## src/rtl/seg_pkg.sv

```systemverilog
// Shared constants, FSM encoding and the 7-segment glyph table for the digit scanner.
package seg_pkg;

    localparam logic [6:0] SEG_BLANK = 7'h7F;
    localparam logic [6:0] SEG_DASH  = 7'h3F;

    typedef enum logic {
        ST_BLANK = 1'b0,
        ST_SHOW  = 1'b1
    } state_e;

    // Active-low {g,f,e,d,c,b,a}; non-BCD nibbles render as a dash.
    function automatic logic [6:0] seg7_of(input logic [3:0] bcd);
        case (bcd)
            4'd0:    seg7_of = 7'h40;
            4'd1:    seg7_of = 7'h79;
            4'd2:    seg7_of = 7'h24;
            4'd3:    seg7_of = 7'h30;
            4'd4:    seg7_of = 7'h19;
            4'd5:    seg7_of = 7'h12;
            4'd6:    seg7_of = 7'h02;
            4'd7:    seg7_of = 7'h78;
            4'd8:    seg7_of = 7'h00;
            4'd9:    seg7_of = 7'h10;
            default: seg7_of = SEG_DASH;
        endcase
    endfunction

endpackage

```

## src/rtl/bcd_to_seg7.sv

```systemverilog
// Combinational nibble to active-low 7-segment pattern.
module bcd_to_seg7
    import seg_pkg::*;
(
    input  logic [3:0] nib,
    output logic [6:0] seg
);

    assign seg = seg7_of(nib);

endmodule

```

## src/rtl/seg_scan8.sv

```systemverilog
// 8-digit common-anode 7-segment scanner with inter-digit blanking and
// optional blinking of the half being edited.
module seg_scan8
    import seg_pkg::*;
#(
    parameter int unsigned SCAN_DIV  = 100000,
    parameter int unsigned BLANK_CYC = 1000,
    parameter int unsigned BLINK_DIV = 25000000
) (
    input  logic        clk100mhz,
    input  logic        rst_n,
    input  logic [31:0] NUMBER,
    input  logic [7:0]  dp_in,
    input  logic        edit_sel,
    input  logic        blink_en,
    output logic [7:0]  an,
    output logic [6:0]  seg,
    output logic        dp
);

    localparam int unsigned SHOW_CYC = SCAN_DIV - BLANK_CYC;
    localparam int unsigned SW       = (SCAN_DIV > 2) ? $clog2(SCAN_DIV) : 1;
    localparam int unsigned BW       = (BLINK_DIV > 2) ? $clog2(BLINK_DIV) : 1;

    localparam logic [SW-1:0] BLANK_LAST = SW'(BLANK_CYC - 1);
    localparam logic [SW-1:0] SHOW_LAST  = SW'(SHOW_CYC - 1);
    localparam logic [BW-1:0] BLINK_LAST = BW'(BLINK_DIV - 1);

    state_e        state;
    logic [SW-1:0] slot_cnt;
    logic [2:0]    idx;
    logic [3:0]    nib;
    logic          dpl;
    logic [BW-1:0] blink_cnt;
    logic          blink_phase;

    logic [2:0]    idx_nx;
    logic [6:0]    seg_dec;
    logic          hide;

    bcd_to_seg7 u_dec (
        .nib (nib),
        .seg (seg_dec)
    );

    assign idx_nx = idx + 3'd1;
    // idx[2] set means upper half; edit_sel=0 edits the upper half.
    assign hide   = blink_en & ~blink_phase & (idx[2] ^ edit_sel);

    always_ff @(posedge clk100mhz or negedge rst_n) begin
        if (!rst_n) begin
            state    <= ST_BLANK;
            slot_cnt <= '0;
            idx      <= 3'd7;
            nib      <= 4'h0;
            dpl      <= 1'b0;
            an       <= 8'hFF;
            seg      <= SEG_BLANK;
            dp       <= 1'b1;
        end else begin
            unique case (state)
                ST_BLANK: begin
                    an  <= 8'hFF;
                    seg <= SEG_BLANK;
                    dp  <= 1'b1;
                    if (slot_cnt == BLANK_LAST) begin
                        slot_cnt <= '0;
                        idx      <= idx_nx;
                        nib      <= NUMBER[{idx_nx, 2'b00} +: 4];
                        dpl      <= dp_in[idx_nx];
                        state    <= ST_SHOW;
                    end else begin
                        slot_cnt <= slot_cnt + 1'b1;
                    end
                end
                ST_SHOW: begin
                    if (hide) begin
                        an  <= 8'hFF;
                        seg <= SEG_BLANK;
                        dp  <= 1'b1;
                    end else begin
                        an  <= ~(8'b1 << idx);
                        seg <= seg_dec;
                        dp  <= ~dpl;
                    end
                    if (slot_cnt == SHOW_LAST) begin
                        slot_cnt <= '0;
                        state    <= ST_BLANK;
                    end else begin
                        slot_cnt <= slot_cnt + 1'b1;
                    end
                end
                default: state <= ST_BLANK;
            endcase
        end
    end

    always_ff @(posedge clk100mhz or negedge rst_n) begin
        if (!rst_n) begin
            blink_cnt   <= '0;
            blink_phase <= 1'b1;
        end else if (!blink_en) begin
            blink_cnt   <= '0;
            blink_phase <= 1'b1;
        end else if (blink_cnt == BLINK_LAST) begin
            blink_cnt   <= '0;
            blink_phase <= ~blink_phase;
        end else begin
            blink_cnt   <= blink_cnt + 1'b1;
        end
    end

endmodule

```

## config.mk

```make
export PLATFORM = sky130hd
export DESIGN_NAME = seg_scan8
export DESIGN_NICKNAME = d
export VERILOG_FILES = /design/src/rtl/seg_pkg.sv /design/src/rtl/bcd_to_seg7.sv /design/src/rtl/seg_scan8.sv
export SDC_FILE = /design/constraint.sdc
export NUM_CORES = 1
export LEC_CHECK = 0
export CORE_AREA = 2 2 85 87
export CTS_CLUSTER_SIZE = 8
export DETAILED_ROUTE_END_ITERATION = 10
export DIE_AREA = 0 0 87 89
export PLACE_DENSITY_LB_ADDON = 0.05
export SLEW_MARGIN = 5
export SYNTH_ARGS = -nofsm -noshare
export SYNTH_HDL_FRONTEND = slang
export SYNTH_SLANG_ARGS = --single-unit
export TNS_END_PERCENT = 30
```

## constraint.sdc

```tcl
create_clock -name clk100mhz -period 4.3 [get_ports clk100mhz]
set_input_delay 0.645 -clock clk100mhz [delete_from_list [all_inputs] [get_ports clk100mhz]]
set_output_delay 0.645 -clock clk100mhz [all_outputs]
set_load 0.05 [all_outputs]
```

==> results_tabular.tex, run 1 <==
\begin{tabular}{lr}
\hline
Metric & Value \\
\hline
\multicolumn{2}{l}{\textbf{Die}} \\
\quad \# rows & 30 \\
\quad Num ports & 60 \\
\quad Total Die Area & 7743 µm² \\
\quad Chip Height & 89 µm \\
\quad Core outline area & 6719 µm² \\
\quad Horizontal die dimension & 87 µm \\
\quad Initial cell density of the core & 0.5350 \\
\multicolumn{2}{l}{\textbf{STA}} \\
\quad Total count of max-transition violations in the final report & 0 \\
\quad Maximum frequency from static timing analysis & 0.3887 GHz \\
\quad Worst max-slew margin expressed relative to the limit & 0.3267 \\
\quad Setup repair after global routing missed its margin & no \\
\quad Share of the clock period used by the worst path after layout & 0.5984 \\
\quad Final hold violation count & 0 \\
\quad Post-layout min period & 2573 ps \\
\quad Post-Route Skew & 8.358 ps \\
\quad Setup-violating endpoint count in the final report & 0 \\
\quad Least-Margin Pin Slew & 1010 ps \\
\quad Total negative slack for setup checks & 0 ps \\
\multicolumn{2}{l}{\textbf{Worst setup path}} \\
\quad WP data required & 4480 ps \\
\quad Slowest-stage cell, CP & o21ai\_2 \\
\quad WS Path Type & flip-flop to flip-flop \\
\quad Register-to-register path setup slack & 1730 ps \\
\quad Kind of end point of the critical path & flip-flop \\
\quad Crit Path Max Fanout & 24 \\
\quad Crit-path cells & or4\_1 > or4\_1 > o21ai\_2 > nor2\_1 \\
\quad Cell occurring most often along the worst timing path & or4\_1 \\
\quad Family with the most delay on the worst path & simple AND/OR/NAND/NOR gates \\
\quad Delay of the slowest cell on the worst path & 800 ps \\
\quad Endpoint arrival time on the critical path & 2750 ps \\
\quad Critical R2R Launch & blink\_cnt[17]\$\_DFF\_PN0\_ \\
\quad Type of origin of the critical path & flip-flop \\
\quad Buf/Inv on CP & 0 \\
\quad Terminus of the critical flop-to-flop path & blink\_cnt[4]\$\_DFF\_PN0\_ \\
\quad R2r worst-path depth & 4 \\
\multicolumn{2}{l}{\textbf{Place}} \\
\quad IO Port Bufs & 59 \\
\quad GP Congestion & 0.8014 \\
\quad Post-detailed-placement half-perimeter wirelength & 5.342 mm \\
\multicolumn{2}{l}{\textbf{Synth}} \\
\quad Post-Syn Nets & 399 \\
\quad Flops \& latches, synth & 68 \\
\quad Synth warnings & 0 \\
\quad EDFF count, synth & 0 \\
\quad Sequential-to-total area share from yosys stat & 0.4803 \\
\quad Area share of the leading cell type in the synthesized netlist & 0.3341 \\
\quad Avg Synthesized Cell Area & 10.51 µm² \\
\quad Synthesized netlist cell count & 342 \\
\quad Most numerous cell types in the synthesized netlist & dfrtp\_1, nand2\_1, nor2\_1, nand3\_1, dfstp\_2 \\
\quad Cell Area, Synth & 3595 µm² \\
\quad Number of different library cells in the post-synthesis netlist & 44 \\
\quad Leading post-synthesis cells by cell area & dfrtp\_1, dfstp\_2, mux4\_2, ha\_1, xnor2\_1 \\
\quad Post-synthesis async set-or-reset flop share & 1.000 \\
\quad Ys flop type & dfrtp\_1 \\
\quad Top-count cell post-synth & dfrtp\_1 \\
\quad Post-synth top area cell & dfrtp\_1 \\
\multicolumn{2}{l}{\textbf{Route}} \\
\quad Drt pass-1 iters & 4 \\
\quad Vias & 2713 \\
\quad DRT iter0 DRCs & 116 \\
\quad Post-detailed-route DRC marker count & 0 \\
\quad Total wirelength of the detailed-routed design & 7.200 mm \\
\quad Average wire length per cell after detail routing & 14.85 µm \\
\quad Post-detailed-route via-to-cell ratio & 5.594 \\
\quad Post-route ant nets & 0 \\
\multicolumn{2}{l}{\textbf{CTS}} \\
\quad H-tree level count & 3 \\
\quad Post-CTS repair timing setup buffer count & 0 \\
\quad CTS Hold Bufs & 0 \\
\quad Clock slew at reported path FFs & 70 ps \\
\quad Clock buffer count from CTS & 9 \\
\quad Root buffer selected by CTS & clkbuf\_8 \\
\quad Maximum clock path buffer count & 2 \\
\quad Total clock sinks & 68 \\
\quad Insertion delay to the later sink of the worst-skew pair & 340 ps \\
\quad Clock tree from TritonCTS & yes \\
\quad Post\_cts resized & 0 \\
\multicolumn{2}{l}{\textbf{Job}} \\
\quad Count of maximum capacitance violations & 0 \\
\multicolumn{2}{l}{\textbf{GRT}} \\
\quad Number of global-route vias before repair & 2543 \\
\quad Largest net degree at the start of global routing & 45 \\
\quad Met1 Track Usage GR & 0.2883 \\
\quad Overall Global Routing Usage & 0.2012 \\
\quad Layer carrying the most global-route usage & met2 \\
\quad GR Layer Usage met3 & 0.06002 \\
\quad Wire length of the first global-routing pass & 12.01 mm \\
\quad Leftover overflow at the end of global routing & 0 \\
\quad Fraction of met2 tracks used by global routing & 0.2977 \\
\quad Initial antenna violation count & 0 \\
\multicolumn{2}{l}{\textbf{Hold path}} \\
\quad Destination of the worst hold path & dp\$\_DFF\_PN1\_ \\
\quad Class of the worst hold path & flip-flop to flip-flop \\
\quad Number of stages on the worst hold path & 1 \\
\quad Hold Startpoint & dpl\$\_DFFE\_PN0P\_ \\
\multicolumn{2}{l}{\textbf{Layout}} \\
\quad Share of cells above drive strength 1 & 0.1531 \\
\quad Area growth from synthesis to layout & 23.22\% \\
\quad Final Net Count & 457 \\
\quad Final antenna diode count & 0 \\
\quad Reg area & 1727 µm² \\
\quad Filler instances & 531 \\
\quad Area taken by multi-input logic gates & 1769 µm² \\
\multicolumn{2}{l}{\textbf{Pwr}} \\
\quad Total power density per cell area & 280.7 nW/µm² \\
\quad Sum of internal, switching and leakage power & 1.243 mW \\
\quad Max rail drop VDD & 0.1703 mV \\
\quad Static leakage & 1.774 nW \\
\multicolumn{2}{l}{\textbf{Run status}} \\
\quad Outcome & finished, final reports clean \\
\hline
\end{tabular}
[sequential cells by signal (all words and copies together), names as in the netlist]
register and cells:
blink_cnt 25, slot_cnt 17, an 8, seg 7, nib 4, idx 3, blink_phase 1, dp 1
dpl 1, state 1
[where the power goes]
part | internal (mW) | total, mW | switching [mW]
clock network | 0.298 | 0.527 | 0.230
logic | 0.0438 | 0.0708 | 0.0270
registers | 0.643 | 0.645 | 0.00233
[through the flow]
stage                     setup slack [ps]  hold slack (ps)    util  instances  area [µm²]
after floorplan                       1808            349.4       -        342        3595
after global placement                1783            414.1  0.6291        469        4227
after detailed placement              1749            401.9  0.6291        469        4227
after CTS                             1737            416.6  0.6592        485        4429
after global routing                  1591            438.8  0.6592        485        4429
final                                 1727            411.6  0.6592        485        4429
[cells by family after synthesis]
group           synth area share
simple gates              0.2238
xor+xnor                 0.07309
compound gates           0.06091
flops                     0.4803
fa+ha+maj                0.04525
buf+inv                  0.02750
mux                      0.08911
[layout make-up]
class / instances / area share
Clock buffer: 12 / 0.03503
Inverter: 10 / 0.008475
Clock inverter: 4 / 0.01073
Tap cell: 80 / 0.02260
Sequential cell: 68 / 0.3898
Multi-Input combinational cell: 251 / 0.3994
Timing Repair Buffer: 60 / 0.1339
[cell usage in the layout, fill, tap and decap left out, types with 2 or more instances in the layout]
master and count:
a21oi_1 15, and2_1 2, and3_1 4, and4_1 3, clkbuf_8 11, clkdlybuf4s50_1 58, clkinv_2 2, dfrtp_1 48
dfstp_2 20, ha_1 13, inv_1 10, mux2_2 4, mux2i_1 5, mux4_2 10, nand2_1 32, nand2b_1 3
nand3_1 23, nand4_1 10, nor2_1 32, nor3_1 8, nor3b_1 2, nor4_1 5, o21ai_0 13, o31ai_1 5
or2_2 2, or3_1 8, or3b_2 2, or4_1 6, xnor2_1 17, xor2_1 13
[worst max path at each step]
| stage | depth (start not counted) | startpoint | slack (ps) | end |
|---|---|---|---|---|
| floorplan | 8 | idx[0]$_DFFE_PN1P_ | 1810 | dpl$_DFFE_PN0P_ |
| global route | 6 | idx[0]$_DFFE_PN1P_ | 1590 | nib[3]$_DFFE_PN0P_ |
| global placement | 6 | idx[0]$_DFFE_PN1P_ | 1780 | nib[3]$_DFFE_PN0P_ |
| detailed placement | 4 | blink_cnt[17]$_DFF_PN0_ | 1750 | blink_cnt[4]$_DFF_PN0_ |
| CTS | 4 | blink_cnt[17]$_DFF_PN0_ | 1740 | blink_cnt[4]$_DFF_PN0_ |
| finish | 4 | blink_cnt[17]$_DFF_PN0_ | 1730 | blink_cnt[4]$_DFF_PN0_ |
[routing by layer]
layer / vias up / routed length, µm
li1: 1338 / -
met1: 1304 / 3520
met2: 63 / 3228
met3: 8 / 384
met4: 0 / 67
met5: - / 0
[worst reg2reg max path: stages, from the launching register on]
cell	delay, ps
dfrtp_1	450
or4_1	540
or4_1	460
o21ai_2	800
nor2_1	160
Note: power is estimated with default switching activity, not from simulation.
==> run 2, diff against run 1 <==
- CORE_AREA: 2 2 85 87 -> 2 2 86 88
- DIE_AREA: 0 0 87 89 -> 0 0 88 90
- clock period: 4.3 -> 2.65 ns (I/O delays scaled with it)
==> results_tabular.tex, run 2 (synthesis gave the netlist of run 1 again) <==
\begin{tabular}{lr}
\hline
Metric & Value \\
\hline
\multicolumn{2}{l}{\textbf{Route}} \\
\quad DRT iter0 DRCs & 185 (+59\%) \\
\quad Post-detailed-route via-to-cell ratio & 5.407 (-3.3\%) \\
\quad Total wirelength of the detailed-routed design & 7.260 mm (+0.83\%) \\
\quad Post-route ant nets & 0 (unchanged) \\
\quad Post-detailed-route DRC marker count & 0 (unchanged) \\
\quad Drt pass-1 iters & 4 (unchanged) \\
\quad Average wire length per cell after detail routing & 14.29 µm (-3.7\%) \\
\quad Vias & 2747 (+1.3\%) \\
\multicolumn{2}{l}{\textbf{Layout}} \\
\quad Final Net Count & 461 (+0.88\%) \\
\quad Final non-filler cell area & 4482 µm² (+1.2\%) \\
\quad Flip-flop count of the largest register after layout & 25 (unchanged) \\
\quad Registers with the most flip-flops & blink\_cnt x25, slot\_cnt x17, an x8 \\
\quad Most used cells in the layout excluding fill and tap cells & clkdlybuf4s50\_1, dfrtp\_1, nand2\_1, nor2\_1, nand3\_1 \\
\quad Share of cells above drive strength 1 & 0.1638 (+0.01073) \\
\quad Final antenna diode count & 0 (unchanged) \\
\quad Filler instances & 562 (+5.8\%) \\
\quad Register with the most flip-flops & blink\_cnt \\
\quad Commonest non-fill, non-tap cell in the layout & clkdlybuf4s50\_1 \\
\quad Area growth from synthesis to layout & 24.68\% \\
\multicolumn{2}{l}{\textbf{Die}} \\
\quad \# rows & 31 (+3.3\%) \\
\quad Initial cell density of the core & 0.5120 (-0.02298) \\
\quad Chip Height & 90 µm (+1.1\%) \\
\quad Core outline area & 7020 µm² (+4.5\%) \\
\quad Horizontal die dimension & 88 µm (+1.1\%) \\
\quad Num ports & 60 (unchanged) \\
\quad Total Die Area & 7920 µm² (+2.3\%) \\
\multicolumn{2}{l}{\textbf{Job}} \\
\quad Count of maximum capacitance violations & 0 (unchanged) \\
\multicolumn{2}{l}{\textbf{Worst setup path}} \\
\quad Register-to-register path setup slack & 390 ps (-1340 ps) \\
\quad Launch point of the worst path & idx[0]\$\_DFFE\_PN1P\_ \\
\quad Endpoint arrival time on the critical path & 2470 ps (-280 ps) \\
\quad Critical Path End & nib[1]\$\_DFFE\_PN0P\_ \\
\quad Kind of end point of the critical path & flip-flop \\
\quad WS Path Type & flip-flop to flip-flop \\
\quad Type of origin of the critical path & flip-flop \\
\quad WP data required & 2860 ps (-1620 ps) \\
\quad Terminus of the critical flop-to-flop path & nib[1]\$\_DFFE\_PN0P\_ \\
\quad R2r worst-path depth & 6 (+2) \\
\quad Critical R2R Launch & idx[0]\$\_DFFE\_PN1P\_ \\
\quad Crit Path Max Fanout & 8 (-67\%) \\
\multicolumn{2}{l}{\textbf{STA}} \\
\quad Post-layout min period & 2265 ps (-308.0 ps) \\
\quad Least-Margin Pin Slew & 842.1 ps (-167.8 ps) \\
\quad Setup-violating endpoint count in the final report & 0 (unchanged) \\
\quad Share of the clock period used by the worst path after layout & 0.8547 (+0.2563) \\
\quad Total negative slack for setup checks & 0 ps (unchanged) \\
\quad Final hold violation count & 0 (unchanged) \\
\quad Hold Worst Slack & 239.2 ps (-172.4 ps) \\
\quad Setup repair after global routing missed its margin & no \\
\quad Total count of max-transition violations in the final report & 0 (unchanged) \\
\quad Worst max-slew margin expressed relative to the limit & 0.4386 (+0.1119) \\
\quad Maximum frequency from static timing analysis & 0.4415 GHz (+14\%) \\
\quad Post-Route Skew & 11.25 ps (+2.896 ps) \\
\multicolumn{2}{l}{\textbf{GRT}} \\
\quad Number of global-route vias before repair & 2671 (+5.0\%) \\
\quad Largest net degree at the start of global routing & 69 (+53\%) \\
\quad Leftover overflow at the end of global routing & 0 (unchanged) \\
\quad Initial antenna violation count & 0 (unchanged) \\
\quad Wire length of the first global-routing pass & 12.62 mm (+5.1\%) \\
\quad Overall Global Routing Usage & 0.2033 (+0.002083) \\
\multicolumn{2}{l}{\textbf{Run status}} \\
\quad Outcome & finished, final reports clean \\
\multicolumn{2}{l}{\textbf{CTS}} \\
\quad Post-CTS repair timing setup buffer count & 0 (unchanged) \\
\quad Clock tree from TritonCTS & yes \\
\quad H-tree level count & 3 (unchanged) \\
\quad Insertion delay to the later sink of the worst-skew pair & 340 ps (about the same) \\
\quad Total clock sinks & 68 (unchanged) \\
\quad CTS Hold Bufs & 0 (unchanged) \\
\quad Clock slew at reported path FFs & 70 ps (about the same) \\
\quad Root buffer selected by CTS & clkbuf\_8 \\
\quad Clock buffer count from CTS & 9 (unchanged) \\
\quad Post\_cts resized & 0 (unchanged) \\
\quad Maximum clock path buffer count & 2 (unchanged) \\
\multicolumn{2}{l}{\textbf{Place}} \\
\quad GP Congestion & 0.7565 (-5.6\%) \\
\quad Post-detailed-placement half-perimeter wirelength & 5.279 mm (-1.2\%) \\
\quad Post-DP Area & 4280 µm² (+1.3\%) \\
\quad IO Port Bufs & 59 (unchanged) \\
\multicolumn{2}{l}{\textbf{Pwr}} \\
\quad Sum of internal, switching and leakage power & 2.012 mW (+62\%) \\
\quad Max rail drop VDD & 0.2727 mV (+60\%) \\
\quad Static leakage & 1.791 nW (+0.96\%) \\
\quad Total power density per cell area & 449.0 nW/µm² (+60\%) \\
\multicolumn{2}{l}{\textbf{Hold path}} \\
\quad Class of the worst hold path & input pin to asynchronous set/reset pin \\
\hline
\end{tabular}
[run 2: area by class of cell]
cell class | instances | area, µm² | area share
well taps | 99 | 123.9 | 0.02764
inverters | 10 | 37.54 | 0.008375
clock inverters | 6 | 63.81 | 0.01424
multi-input cells | 251 | 1769 | 0.3948
clock buffers | 10 | 137.6 | 0.03071
flip-flops and latches | 68 | 1727 | 0.3853
repair buffers | 64 | 623.1 | 0.1390
[run 2: how the worst min path moves through the flow]
stage | to | slack, ps
5_1_grt | blink_cnt[20]$_DFF_PN0_ | 310
2_1_floorplan | blink_cnt[0]$_DFF_PN0_ | 100
3_3_place_gp | dp$_DFF_PN1_ | 390
4_1_cts | blink_cnt[12]$_DFF_PN0_ | 270
6_report | blink_cnt[20]$_DFF_PN0_ | 240
3_5_place_dp | dp$_DFF_PN1_ | 390
[run 2: stage by stage]
stage | std cells | util | setup slack, ps
final | 508 | 0.6384 | 385.0
after global placement | 492 | 0.6097 | 424.7
after floorplan | 342 | - | 158.1
after global routing | 508 | 0.6384 | 185.8
after detailed placement | 492 | 0.6097 | 360.9
after CTS | 508 | 0.6384 | 344.3
[run 2: worst max-delay path, stage by stage (launching register included)]
cell	delay (ps)
dfstp_2	530
inv_1	100
ha_1	550
buf_4	230
mux4_2	490
mux2i_1	140
mux2i_1	80
[run 2: metal layers]
| layer | track usage | vias to the layer above | share of wire |
|---|---|---|---|
| met5 | 0 | - | 0 |
| met4 | 0.06154 | 0 | 0.014 |
| met3 | 0.06244 | 9 | 0.063 |
| met2 | 0.2961 | 71 | 0.46 |
| met1 | 0.2913 | 1325 | 0.46 |
| li1 | - | 1342 | - |
[run 2: power by group]
group | switching (mW) | internal, mW
clock network | 0.392 | 0.458
logic | 0.0440 | 0.0720
registers | 0.00427 | 1.04
total | 0.440 | 1.57
